===== src/rtl/tm1637_pkg.sv =====
// TM1637 display link: shared state encoding, command bytes and 7-segment glyphs.
// Latency: n/a (types, constants and pure functions only).
// Backpressure: n/a.
package tm1637_pkg;

    typedef enum logic [3:0] {
        IDLE,
        RS_A,   // SCL0, SDA1: prepare repeated start
        RS_B,   // SCL1, SDA1
        ST_A,   // SCL1, SDA0: START edge
        ST_B,   // SCL0, SDA0
        BIT_LO, // SCL0, SDA=bit
        BIT_HI, // SCL1, SDA=bit
        ACK_LO, // SCL0, SDA released
        ACK_HI, // SCL1, SDA released, device ACK sampled at end
        SP_A,   // SCL0, SDA0
        SP_B,   // SCL1, SDA0
        SP_C    // SCL1, SDA released: STOP edge
    } state_t;

    // Command bytes understood by the TM1637.
    localparam logic [7:0] C_DATA_AUTO = 8'h40;
    localparam logic [7:0] C_ADDR0     = 8'hC0;
    localparam logic [7:0] C_DISP_ON   = 8'h88;

    // Display-on command with brightness 0..7 in the low bits.
    function automatic logic [7:0] disp_on(input logic [2:0] brightness);
        return C_DISP_ON | {5'b0, brightness};
    endfunction

    // Segment pattern (bit0 = seg a .. bit6 = seg g) for a hex digit.
    function automatic logic [7:0] seg_glyph(input logic [3:0] nibble);
        logic [7:0] g;
        case (nibble)
            4'h0: g = 8'h3F;  4'h1: g = 8'h06;  4'h2: g = 8'h5B;  4'h3: g = 8'h4F;
            4'h4: g = 8'h66;  4'h5: g = 8'h6D;  4'h6: g = 8'h7D;  4'h7: g = 8'h07;
            4'h8: g = 8'h7F;  4'h9: g = 8'h6F;  4'hA: g = 8'h77;  4'hB: g = 8'h7C;
            4'hC: g = 8'h39;  4'hD: g = 8'h5E;  4'hE: g = 8'h79;  default: g = 8'h71;
        endcase
        return g;
    endfunction

endpackage


===== src/rtl/tm1637_link.sv =====
// TM1637 byte link: sends one byte LSB first with optional START/STOP and checks the ACK.
// Latency: N*CLK_DIV cycles accept-to-DONE, N = 18 (+2 START) (+2 restart) (+3 STOP/NACK).
// Backpressure: CMD_READY low from the cycle after acceptance until DONE; no accept in the DONE cycle.
// Ports: CLK/RESET (async, active low); CMD_VALID/READY/DATA/START/STOP request handshake;
//        DONE/ACK_ERR completion, BUSY = ~CMD_READY; SCL_O, SDA_O/SDA_OE/SDA_I display lines.
module tm1637_link
    import tm1637_pkg::*;
#(
    parameter int unsigned CLK_DIV = 4
) (
    input  logic       CLK,
    input  logic       RESET,
    input  logic       CMD_VALID,
    output logic       CMD_READY,
    input  logic [7:0] CMD_DATA,
    input  logic       CMD_START,
    input  logic       CMD_STOP,
    output logic       DONE,
    output logic       ACK_ERR,
    output logic       BUSY,
    output logic       SCL_O,
    output logic       SDA_O,
    output logic       SDA_OE,
    input  logic       SDA_I
);

    localparam logic [7:0] DIV_LAST = 8'(CLK_DIV - 1);

    state_t     state_q, state_d;
    logic [7:0] div_q, div_d;
    logic [2:0] bit_q, bit_d;
    logic [7:0] data_q, data_d;
    logic       stop_q, stop_d;
    logic       bus_open_q, bus_open_d;
    logic       nack_q, nack_d;
    logic       done_q, done_d;
    logic       scl_q, scl_d;
    logic       sda_q, sda_d;
    logic       oe_q, oe_d;

    logic       phase_end;
    logic       accept;

    assign CMD_READY = (state_q == IDLE);
    assign BUSY      = ~CMD_READY;
    assign DONE      = done_q;
    assign ACK_ERR   = done_q & nack_q;
    assign SCL_O     = scl_q;
    assign SDA_O     = sda_q;
    assign SDA_OE    = oe_q;

    always_comb begin
        state_d    = state_q;
        bit_d      = bit_q;
        data_d     = data_q;
        stop_d     = stop_q;
        bus_open_d = bus_open_q;
        nack_d     = nack_q;
        phase_end  = (div_q == DIV_LAST);
        // The DONE cycle shows READY=1 but must not take a new request.
        accept     = CMD_VALID & CMD_READY & ~done_q;

        // Divider idles at zero, so it restarts on acceptance.
        div_d = (state_q == IDLE || phase_end) ? 8'd0 : div_q + 8'd1;

        case (state_q)
            IDLE: if (accept) begin
                data_d = CMD_DATA;
                stop_d = CMD_STOP;
                bit_d  = 3'd0;
                nack_d = 1'b0;
                if (CMD_START && bus_open_q)       state_d = RS_A;
                else if (CMD_START || !bus_open_q) state_d = ST_A;  // closed bus always gets a START
                else                               state_d = BIT_LO;
            end
            RS_A:   if (phase_end) state_d = RS_B;
            RS_B:   if (phase_end) state_d = ST_A;
            ST_A:   if (phase_end) state_d = ST_B;
            ST_B:   if (phase_end) state_d = BIT_LO;
            BIT_LO: if (phase_end) state_d = BIT_HI;
            BIT_HI: if (phase_end) begin
                bit_d   = bit_q + 3'd1;  // wraps 7 -> 0 as the byte completes
                state_d = (bit_q == 3'd7) ? ACK_LO : BIT_LO;
            end
            ACK_LO: if (phase_end) state_d = ACK_HI;
            ACK_HI: if (phase_end) begin
                nack_d  = SDA_I;
                // A NACK always closes the bus so the device starts fresh.
                state_d = (stop_q || SDA_I) ? SP_A : IDLE;
            end
            SP_A:   if (phase_end) state_d = SP_B;
            SP_B:   if (phase_end) state_d = SP_C;
            SP_C:   if (phase_end) state_d = IDLE;
            default: state_d = IDLE;
        endcase

        if (state_d == ST_A)      bus_open_d = 1'b1;
        else if (state_d == SP_C) bus_open_d = 1'b0;

        done_d = (state_q != IDLE) && (state_d == IDLE);

        // Line levels are registered from the next state so they change with it.
        scl_d = 1'b0;
        sda_d = 1'b0;
        oe_d  = 1'b1;
        case (state_d)
            IDLE:   begin scl_d = ~bus_open_d; sda_d = ~bus_open_d; oe_d = bus_open_d; end
            RS_A:   begin scl_d = 1'b0; sda_d = 1'b1;           end
            RS_B:   begin scl_d = 1'b1; sda_d = 1'b1;           end
            ST_A:   begin scl_d = 1'b1; sda_d = 1'b0;           end
            ST_B:   begin scl_d = 1'b0; sda_d = 1'b0;           end
            BIT_LO: begin scl_d = 1'b0; sda_d = data_d[bit_d];  end
            BIT_HI: begin scl_d = 1'b1; sda_d = data_d[bit_d];  end
            ACK_LO: begin scl_d = 1'b0; sda_d = 1'b1; oe_d = 1'b0; end
            ACK_HI: begin scl_d = 1'b1; sda_d = 1'b1; oe_d = 1'b0; end
            SP_A:   begin scl_d = 1'b0; sda_d = 1'b0;           end
            SP_B:   begin scl_d = 1'b1; sda_d = 1'b0;           end
            SP_C:   begin scl_d = 1'b1; sda_d = 1'b1; oe_d = 1'b0; end
            default: begin scl_d = 1'b1; sda_d = 1'b1; oe_d = 1'b0; end
        endcase
    end

    always_ff @(posedge CLK or negedge RESET) begin
        if (!RESET) begin
            state_q    <= IDLE;
            div_q      <= 8'd0;
            bit_q      <= 3'd0;
            data_q     <= 8'd0;
            stop_q     <= 1'b0;
            bus_open_q <= 1'b0;
            nack_q     <= 1'b0;
            done_q     <= 1'b0;
            scl_q      <= 1'b1;
            sda_q      <= 1'b1;
            oe_q       <= 1'b0;
        end else begin
            state_q    <= state_d;
            div_q      <= div_d;
            bit_q      <= bit_d;
            data_q     <= data_d;
            stop_q     <= stop_d;
            bus_open_q <= bus_open_d;
            nack_q     <= nack_d;
            done_q     <= done_d;
            scl_q      <= scl_d;
            sda_q      <= sda_d;
            oe_q       <= oe_d;
        end
    end

endmodule


===== config.mk =====
export PLATFORM = sky130hd
export DESIGN_NAME = tm1637_link
export DESIGN_NICKNAME = d
export VERILOG_FILES = /design/src/rtl/tm1637_pkg.sv /design/src/rtl/tm1637_link.sv
export SDC_FILE = /design/constraint.sdc
export NUM_CORES = 1
export LEC_CHECK = 0
export BUFFER_PORTS_ARGS = -buffer_cell sky130_fd_sc_hd__buf_2
export CORE_MARGIN = 2
export CORE_UTILIZATION = 40
export DETAILED_ROUTE_END_ITERATION = 8
export MAX_ROUTING_LAYER = met4
export PLACE_DENSITY_LB_ADDON = 0.2
export SLEW_MARGIN = 20
export SYNTH_ARGS = -nofsm -noshare
export SYNTH_HDL_FRONTEND = slang
export SYNTH_SLANG_ARGS = --single-unit

===== constraint.sdc =====
create_clock -name CLK -period 2.9 [get_ports CLK]
set_input_delay 0.58 -clock CLK [delete_from_list [all_inputs] [get_ports CLK]]
set_output_delay 0.58 -clock CLK [all_outputs]
set_load 0.01 [all_outputs]

Word-level counts from Yosys, hierarchy flattened
Cells that the tools add are included.
Storage, ports and cells
  flip-flop bits (word level): 30
  word-level logic and storage cells: 94
  memory bits (read-only): 0
  memory bits (writable): 0
  input bits: 14
  memories: 0
  bits in latches: 0
Operators by class
  bitwise logic cells: 6
  mux-type cells: 33
  div/mod/pow operators: 0
  order comparisons: 1
  shift-type cells: 0
  equality and inequality tests: 25
  reductions and logical operators: 16
  add/subtract/negate cells: 2
  multiply operators: 0
Operators by type and width (number)
  $mux 4: 13
  $pmux 4 s12: 1
  $eq 4x3->1 const B: 8
  $eq 4x4->1 const B: 7
  $mux 8: 3
  $eq 4x2->1 const B: 4
  $mux 3: 4
  $add 8x1->8 const B: 1
  $eq 4x1->1 const B: 2
  $eq 8x2->1 const B: 1
  $logic_not 4->1: 2
  $reduce_or 8->1: 1
  $pmux 1 s2: 3
  $pmux 3 s2: 1
  $mux 1: 5
  $reduce_or 5->1: 1
  $lt 3x4->1 const B: 1
  $reduce_bool 4->1: 1
  $reduce_or 4->1: 1
  $add 3x1->3 const B: 1
  $and 1x1->1: 3
  $bmux 1 s3: 1
  $eq 3x3->1 const B: 1
  $logic_or 1x1->1: 3
  other kinds (11): 14

Longest topological paths before layout
Gate-level depths: netlist of the first run.
  depth in word-level cells: 11
  gate-level depth with buffers: 11

Least setup slack after synthesis of the first run
OpenSTA, ideal clock, no wires.
  kind: reg-to-reg
  from: reg state_q[2]
  to: reg sda_q, in the netlist SDA_O
  data required time: 2816 ps
  arrival: 2816 ps
  path slack: 0 ps
  cell stages (with the launch flop): 12
  setup time: 84 ps
  cell sequence: dfrtp_1 > buf_6 > or4_4 > buf_6 > or2_1 > buf_6 > buf_8 > mux2_4 > mux4_1 > nor2_1 > a21oi_1 > a311o_1
On the way
  elaborated cells on any way between the ends: 47
  those cells by class: eq/ne: 18; mux: 22; bitwise: 3; reduce/logical: 4
RTL lines
  start, declared: RTL line tm1637_link.sv:29  | state_t state_q, state_d;
  start signal, assigned: RTL line tm1637_link.sv:137  | state_q <= state_d;
  $logic_not 4->1 (*): RTL line tm1637_link.sv:44, tm1637_link.sv:66
  $and 1x1->1 (2 in a row): RTL line tm1637_link.sv:61  | accept = CMD_VALID & CMD_READY & ~done_q;
  $mux 8: RTL line tm1637_link.sv:67  | IDLE: if (accept) begin
  $mux 8 (*): RTL line tm1637_link.sv:66  | case (state_q)
  named net data_d[1]: RTL line tm1637_link.sv:32  | logic [7:0] data_q, data_d;
  $bmux 1 s3 (*): RTL line tm1637_link.sv:112, tm1637_link.sv:113
  $mux 1 (not written as such) (*): RTL line tm1637_link.sv:112, tm1637_link.sv:113
  $pmux 1 s3 (*): RTL line tm1637_link.sv:106  | case (state_d)
  named net sda_d: RTL line tm1637_link.sv:38  | logic sda_q, sda_d;
  end signal, assigned: RTL line tm1637_link.sv:134  | sda_q <= 1'b1;
  end signal, assigned: RTL line tm1637_link.sv:146  | sda_q <= sda_d;
  end, declared: RTL line tm1637_link.sv:38
Mark *: on every way through the listed nets, which the timed path passes. The rest lies on a longest branch. The select of a mux whose other input is x is not followed.
A chain may end at the register's enable or synchronous reset.

Final worst setup path of the first run
  from: reg div_q[0]
  to: reg sda_q, in the netlist SDA_O
On the way
  word-level cells in the longest chain between the ends: 8
  elaborated cells on any way between the ends: 31
  those cells by class: eq/ne: 8; mux: 19; bitwise: 1; reduce/logical: 3
RTL lines
  start, declared: RTL line tm1637_link.sv:30  | logic [7:0] div_q, div_d;
  start signal, assigned: RTL line tm1637_link.sv:138  | div_q <= div_d;
  $eq 8x2->1 (*): RTL line tm1637_link.sv:59  | phase_end = (div_q == DIV_LAST);
  $mux 4 (tied with other cells): RTL line tm1637_link.sv:93  | SP_C: if (phase_end) state_d = IDLE;
  $pmux 4 s12 (*): RTL line tm1637_link.sv:66
  named net state_d[1]: RTL line tm1637_link.sv:29
  $eq 4x4->1: RTL line tm1637_link.sv:98  | else if (state_d == SP_C) bus_open_d = 1'b0;
  $mux 1: RTL line tm1637_link.sv:98
  $mux 1: RTL line tm1637_link.sv:97  | if (state_d == ST_A) bus_open_d = 1'b1;
  $not 1->1: RTL line tm1637_link.sv:107  | IDLE: begin scl_d = ~bus_open_d; sda_d = ~bus_open_d; oe_d = bus_open_d; end
  $pmux 1 s3 (*): RTL line tm1637_link.sv:106
  named net sda_d: RTL line tm1637_link.sv:38
Marked as above.

==> flow_metrics.env, run 1 <==
export IMPL_synth_adder_area_share_pct=2.27
export IMPL_port_buffers=20
export IMPL_fin_skew_ps=8.60
export IMPL_cts_tree="done"
export IMPL_avgSynthCellArea_sq_um=10.6
export IMPL_initial_core_util_pct=41.4
export IMPL_cp_max_fo=6
export IMPL_layout_drive_gt1_share_pct=31.6
export IMPL_drv_cap=0
export IMPL_via_per_inst=5.55
export IMPL_worst_slack_ps=164
export IMPL_cts_buffer_depth=2
export IMPL_critPathCaptureType="flip-flop"
export IMPL_ctsHtreeMaxLevel=2
export IMPL_async_flop_share_pct=100
export IMPL_final_antenna_net_count=0
export IMPL_vias=1315
export IMPL_final_cells=237
export IMPL_slew_headroom_pct=54.6
export IMPL_outcome="finished clean"
export IMPL_slew_viol_final=0
export IMPL_crit_chain="ha_1 > or4b_2 > or3_1 > a21oi_2 > nor2_1 > inv_1 > o21ai_0 > and3_1 > a311o_1"
export IMPL_post_cts_setup_buffer_count=0
export IMPL_power_density_nw_per_um2=1090
export IMPL_max_freq_ghz=0.365
export IMPL_crit_arrival_ps=2940
export IMPL_crit_required_ps=3110
export IMPL_antenna_found_initial=0
export IMPL_die_h_um=68.4
export IMPL_place_hpwl_um=2700
export IMPL_tightest_slew_ps=681
export IMPL_core_region_area_sq_um=4000
export IMPL_hold_violations=0
export IMPL_overflow=0
export IMPL_synthCells=157
export IMPL_ctsRootBufferMaster="clkbuf_8"
export IMPL_grt_pass1_vias=1325
export IMPL_synth_xor_area_share_pct=4.23
export IMPL_yosys_area_share_simple_pct=20.1
export IMPL_setup_tns_ps=0
export IMPL_rows=23
export IMPL_io_pins=21
export IMPL_final_common_cell="dfrtp_1"
export IMPL_final_util_pct=48.2
export IMPL_synth_edff_count=0
export IMPL_netlist_top_cell_by_area="dfrtp_1"
export IMPL_wirelength_um=3540
export IMPL_die_area_sq_um=4670
export IMPL_critPathLaunchType="flip-flop"
export IMPL_syn_nets=174
export IMPL_routabilityCongestion=1.02
export IMPL_period_needed_ps=2740
export IMPL_die_w_um=68.4
export IMPL_crit_type="reg -> reg"
export IMPL_yosysSeqAreaShare_pct=45.5
export IMPL_finalSetupViolations=0
export IMPL_diodes=0
export IMPL_netlist_area_leader_share_pct=42.3
export IMPL_routedWlPerCell_um=14.9
export IMPL_synth_area_leaders="dfrtp_1 42%, mux2_2 6.8%, dfstp_2 3.2%"
export IMPL_final_cell_mix="28 x dfrtp_1, 20 x buf_2, 14 x nor2_1, 10 x mux2_2, 10 x buf_4"
export IMPL_place_ws_ps=121
export IMPL_hold_path_class="in -> async"
export IMPL_cp_top_family="simple AND/OR/NAND/NOR gates"
export IMPL_p_leak_uw=0.000909
export IMPL_max_stage_delay_ps=670
export IMPL_critPathSlowestCell="or4b_2"
export IMPL_ctsResizeCount=0
export IMPL_clock_sinks=30
export IMPL_cts_buffers_inserted=5
export IMPL_path_clk_slew_ps=70
export IMPL_grt_max_degree=31
export IMPL_clk_latency_ps=290
export IMPL_yosysWarnings=0
export IMPL_cts_hold_buf=0
export IMPL_synth_ff_type="dfrtp_1"
export IMPL_dp_cells=229
export IMPL_synthMuxAreaShare_pct=11.1
export IMPL_ys_ff_latch=30
export IMPL_syn_to_final_growth_pct=16.3
export IMPL_grt_use_total_pct=18.6
export IMPL_nNetsFinal=203
export IMPL_rsz0062_at_grt="no"
export IMPL_synth_compound_area_share_pct=11.2
export IMPL_synth_cell_area_sq_um=1660
export IMPL_ir_drop_uv=541
export IMPL_drtIter0Drc=69
export IMPL_cp_num_buf_inv=1
export IMPL_fin_crit_sh_pct=94.3
export IMPL_drt_pass1_iterations=4
export IMPL_route_detailed_drc=0
export IMPL_grt_pass1_wl_um=6060
export IMPL_synth_cell_types=45
export IMPL_synth_top_family_by_area="simple AND/OR/NAND/NOR gates"
-- sequential cells by signal, indices dropped and copies added, names as in the netlist, 3 cells and up --
signal,flops
bit_q,3
state_q,4
div_q,8
data_q,8
-- final cells by class --
type / instances / area, sq um
clock buffer: 7 / 86.3
clock inverter: 1 / 5.00
fill: 376 / 2070
inverter: 8 / 30.0
multi-input combinational: 111 / 815
sequential: 30 / 753
tap: 50 / 62.6
timing repair buffer: 30 / 175
-- cells by family (layout without fill, tap and decap cells) --
logic type               count (synthesis)  after routing
AND/OR/NAND/NOR                         59             59
adder cells (fa/ha/maj)                  3              3
AO/OA/AOI/OAI                           26             26
multiplexers                            15             15
flip-flops                              30             30
XOR/XNOR                                 8              8
buffers and inverters                   16             46
-- worst register-to-register path: stages (launching register included) --
cell and delay [ps]:
dfrtp_1 410, ha_1 190, or4b_2 670, or3_1 400, a21oi_2 220, nor2_1 110, inv_1 150, o21ai_0 90
and3_1 160, a311o_1 270
-- layer usage --
metal / share of wire (%) / vias up / track usage (%)
met5: 0 / - / -
li1: - / 624 / -
met4: 2.8 / 0 / 8.75
met2: 48 / 40 / 30.5
met1: 44 / 640 / 21.0
met3: 5.4 / 11 / 5.26
-- worst paths after layout --
path,from,cells past startpoint,to,slack [ps]
worst max register to register,div_q[0],9,SDA_O,160
worst max-delay path,div_q[0],9,SDA_O,160
min in group CLK,data_q[6],1,data_q[6],500
max in group asynchronous,RESET,1,state_q[0],2120
worst min register to register,data_q[6],1,data_q[6],500
worst min-delay path,RESET,1,data_q[4],340
-- stage by stage --
stage          power (uW)  hold slack, ps  instance area (sq um)
5_1_grt              2260             386                   1930
3_3_place_gp         1700             476                   1830
6_report             2090             339                   1930
2_1_floorplan        1460             284                   1650
3_5_place_dp         1740             485                   1830
4_1_cts              2100             356                   1920
-- synth_stat cells (2+ instances only) --
cell,n
clkbuf_1,4
o211ai_1,3
ha_1,3
dfstp_2,2
nor2_1,14
nor4_1,3
o21ai_0,8
inv_1,8
or3_1,3
mux2_2,10
and2_1,2
a21oi_1,3
nor2b_1,3
nor3_1,5
o311ai_0,2
nand4_1,2
and3_1,4
buf_6,3
dfrtp_1,28
xor2_1,6
a22oi_1,2
xnor2_1,2
mux2i_1,3
nand3_1,7
nand2_1,6
or4b_2,2
-- power breakdown --
part | switching [uW] | internal, uW
registers | 95.3 | 597
logic | 562 | 496
clock network | 150 | 191
Note: power is estimated with default switching activity, not from simulation.
==> inputs of run 2 (changes only) <==
--- a/config.mk
+++ b/config.mk
@@ -11,7 +11,7 @@
 export DETAILED_ROUTE_END_ITERATION = 8
 export MAX_ROUTING_LAYER = met4
 export PLACE_DENSITY_LB_ADDON = 0.2
-export SLEW_MARGIN = 20
+export SETUP_SLACK_MARGIN = 0.5
 export SYNTH_ARGS = -nofsm -noshare
 export SYNTH_HDL_FRONTEND = slang
 export SYNTH_SLANG_ARGS = --single-unit
==> flow_metrics.env, run 2 (synthesized netlist as in run 1, its figures left out) <==
export IMPL_cts_buffer_depth=2
export IMPL_final_common_cell="dfrtp_1"
export IMPL_critPathLaunchType="flip-flop"
export IMPL_initial_core_util_pct=41.4
export IMPL_die_area_sq_um=4670
export IMPL_port_buffers=20
export IMPL_clk_latency_ps=290
export IMPL_routedWlPerCell_um=15.6
export IMPL_grt_pass1_vias=1330
export IMPL_fin_crit_sh_pct=87.5
export IMPL_ctsRootBufferMaster="clkbuf_8"
export IMPL_grt_pass1_wl_um=6250
export IMPL_cp_max_fo=8
export IMPL_crit_required_ps=3110
export IMPL_via_per_inst=5.45
export IMPL_dp_cells=228
export IMPL_rsz0062_at_grt="yes"
export IMPL_core_region_area_sq_um=4000
export IMPL_crit_chain="or4_4 > or2_4 > mux2_4 > mux4_2 > nor2_1 > a21oi_1 > a311o_1"
export IMPL_max_stage_delay_ps=550
export IMPL_grt_max_degree=31
export IMPL_antenna_found_initial=0
export IMPL_wirelength_um=3690
export IMPL_final_antenna_net_count=0
export IMPL_tightest_slew_ps=671
export IMPL_placed_area_sq_um=1820
export IMPL_routabilityCongestion=0.943
export IMPL_rr_endpoint="SDA_O"
export IMPL_ctsHtreeMaxLevel=2
export IMPL_p_leak_uw=0.000912
export IMPL_cts_hold_buf=0
export IMPL_crit_arrival_ps=2750
export IMPL_layout_drive_gt1_share_pct=34.8
export IMPL_syn_to_final_growth_pct=18.8
export IMPL_design_area_sq_um=1970
export IMPL_max_freq_ghz=0.394
export IMPL_cts_tree="done"
export IMPL_cp_num_buf_inv=0
export IMPL_final_cells=237
export IMPL_path_clk_slew_ps=70
export IMPL_fillerInstances=375
export IMPL_critPathSlowestCell="or4_4"
export IMPL_slew_headroom_pct=55.3
export IMPL_crit_type="reg -> reg"
export IMPL_finalSetupViolations=0
export IMPL_ir_drop_uv=563
export IMPL_final_cell_mix="27 x dfrtp_1, 20 x buf_2, 13 x nor2_1, 10 x mux2_2, 10 x buf_4"
export IMPL_cts_buffers_inserted=5
export IMPL_rr_startpoint="state_q[1]"
export IMPL_worstRegToRegCells=7
export IMPL_drtIter0Drc=61
export IMPL_diodes=0
export IMPL_drv_cap=0
export IMPL_die_w_um=68.4
export IMPL_overflow=0
export IMPL_io_pins=21
export IMPL_grt_use_total_pct=19.3
export IMPL_hold_path_class="in -> async"
export IMPL_outcome="finished clean"
export IMPL_die_h_um=68.4
export IMPL_power_density_nw_per_um2=1080
export IMPL_period_needed_ps=2540
export IMPL_setup_tns_ps=0
export IMPL_clock_sinks=30
export IMPL_vias=1292
export IMPL_nNetsFinal=203
export IMPL_critPathCaptureType="flip-flop"
export IMPL_reg2reg_setup_slack_ps=360
export IMPL_power_total_uw=2130
export IMPL_drt_pass1_iterations=4
export IMPL_hold_violations=0
export IMPL_cp_top_family="simple AND/OR/NAND/NOR gates"
export IMPL_top_regs="data_q x8, div_q x8, state_q x4"
export IMPL_route_detailed_drc=0
export IMPL_fin_skew_ps=11.6
export IMPL_rows=23
export IMPL_place_hpwl_um=2730
export IMPL_slew_viol_final=0
-- run 2: power by group --
part	internal, uW	total [uW]	switching, uW	leakage, uW
combinational	521	1090	570	0.000498
sequential	597	702	105	0.000369
clock	168	333	165	0.0000441
-- run 2: worst max path at each step --
stage                     depth (start not counted)  endpoint        from
after floorplan                                  11     SDA_O  state_q[2]
after global placement                            9     SDA_O    div_q[0]
after detailed placement                          9     SDA_O    div_q[0]
after CTS                                         7     SDA_O  state_q[1]
after global routing                              7     SDA_O  state_q[1]
final                                             7     SDA_O  state_q[1]
-- run 2: layout make-up --
cell class              count  area, sq um  area share (%)
multi-input cells         111          856            43.5
clock inverters             3         21.3            1.08
well taps                  50         62.6            3.18
flip-flops and latches     30          754            38.3
inverters                   8         30.0            1.53
clock buffers               5         68.8            3.50
repair buffers             30          175            8.90
-- run 2: through the flow --
step	hold WS [ps]	setup WS (ps)	util [%]
after detailed placement	484	111	45.5
after global routing	370	241	49.2
after floorplan	284	107	-
final	323	363	49.2
after global placement	474	214	45.5
after CTS	358	334	48.5
-- run 2: worst reg2reg max path, delay by kind of cell (launching register included) --
| family | cells | cell delay [ps] |
|---|---|---|
| AND/OR/NAND/NOR | 3 | 970 |
| multiplexers | 2 | 790 |
| flip-flops | 1 | 380 |
| AO/OA/AOI/OAI | 2 | 340 |
-- run 2: repair_timing --
action                                  4_1_cts  5_1_grt
pin swaps                                     2        2
endpoints found under the setup margin        5        2
buffers inserted                              1        0
gates resized for setup                       7        5
endpoints found under the hold margin         0        0
-- run 2: layer usage --
metal / global-route usage (%) / vias up / share of wire, %
met5: - / - / 0
met1: 22.0 / 644 / 44
met4: 9.50 / 0 / 2.3
met3: 4.61 / 6 / 2.7
met2: 31.8 / 18 / 51
li1: - / 624 / -
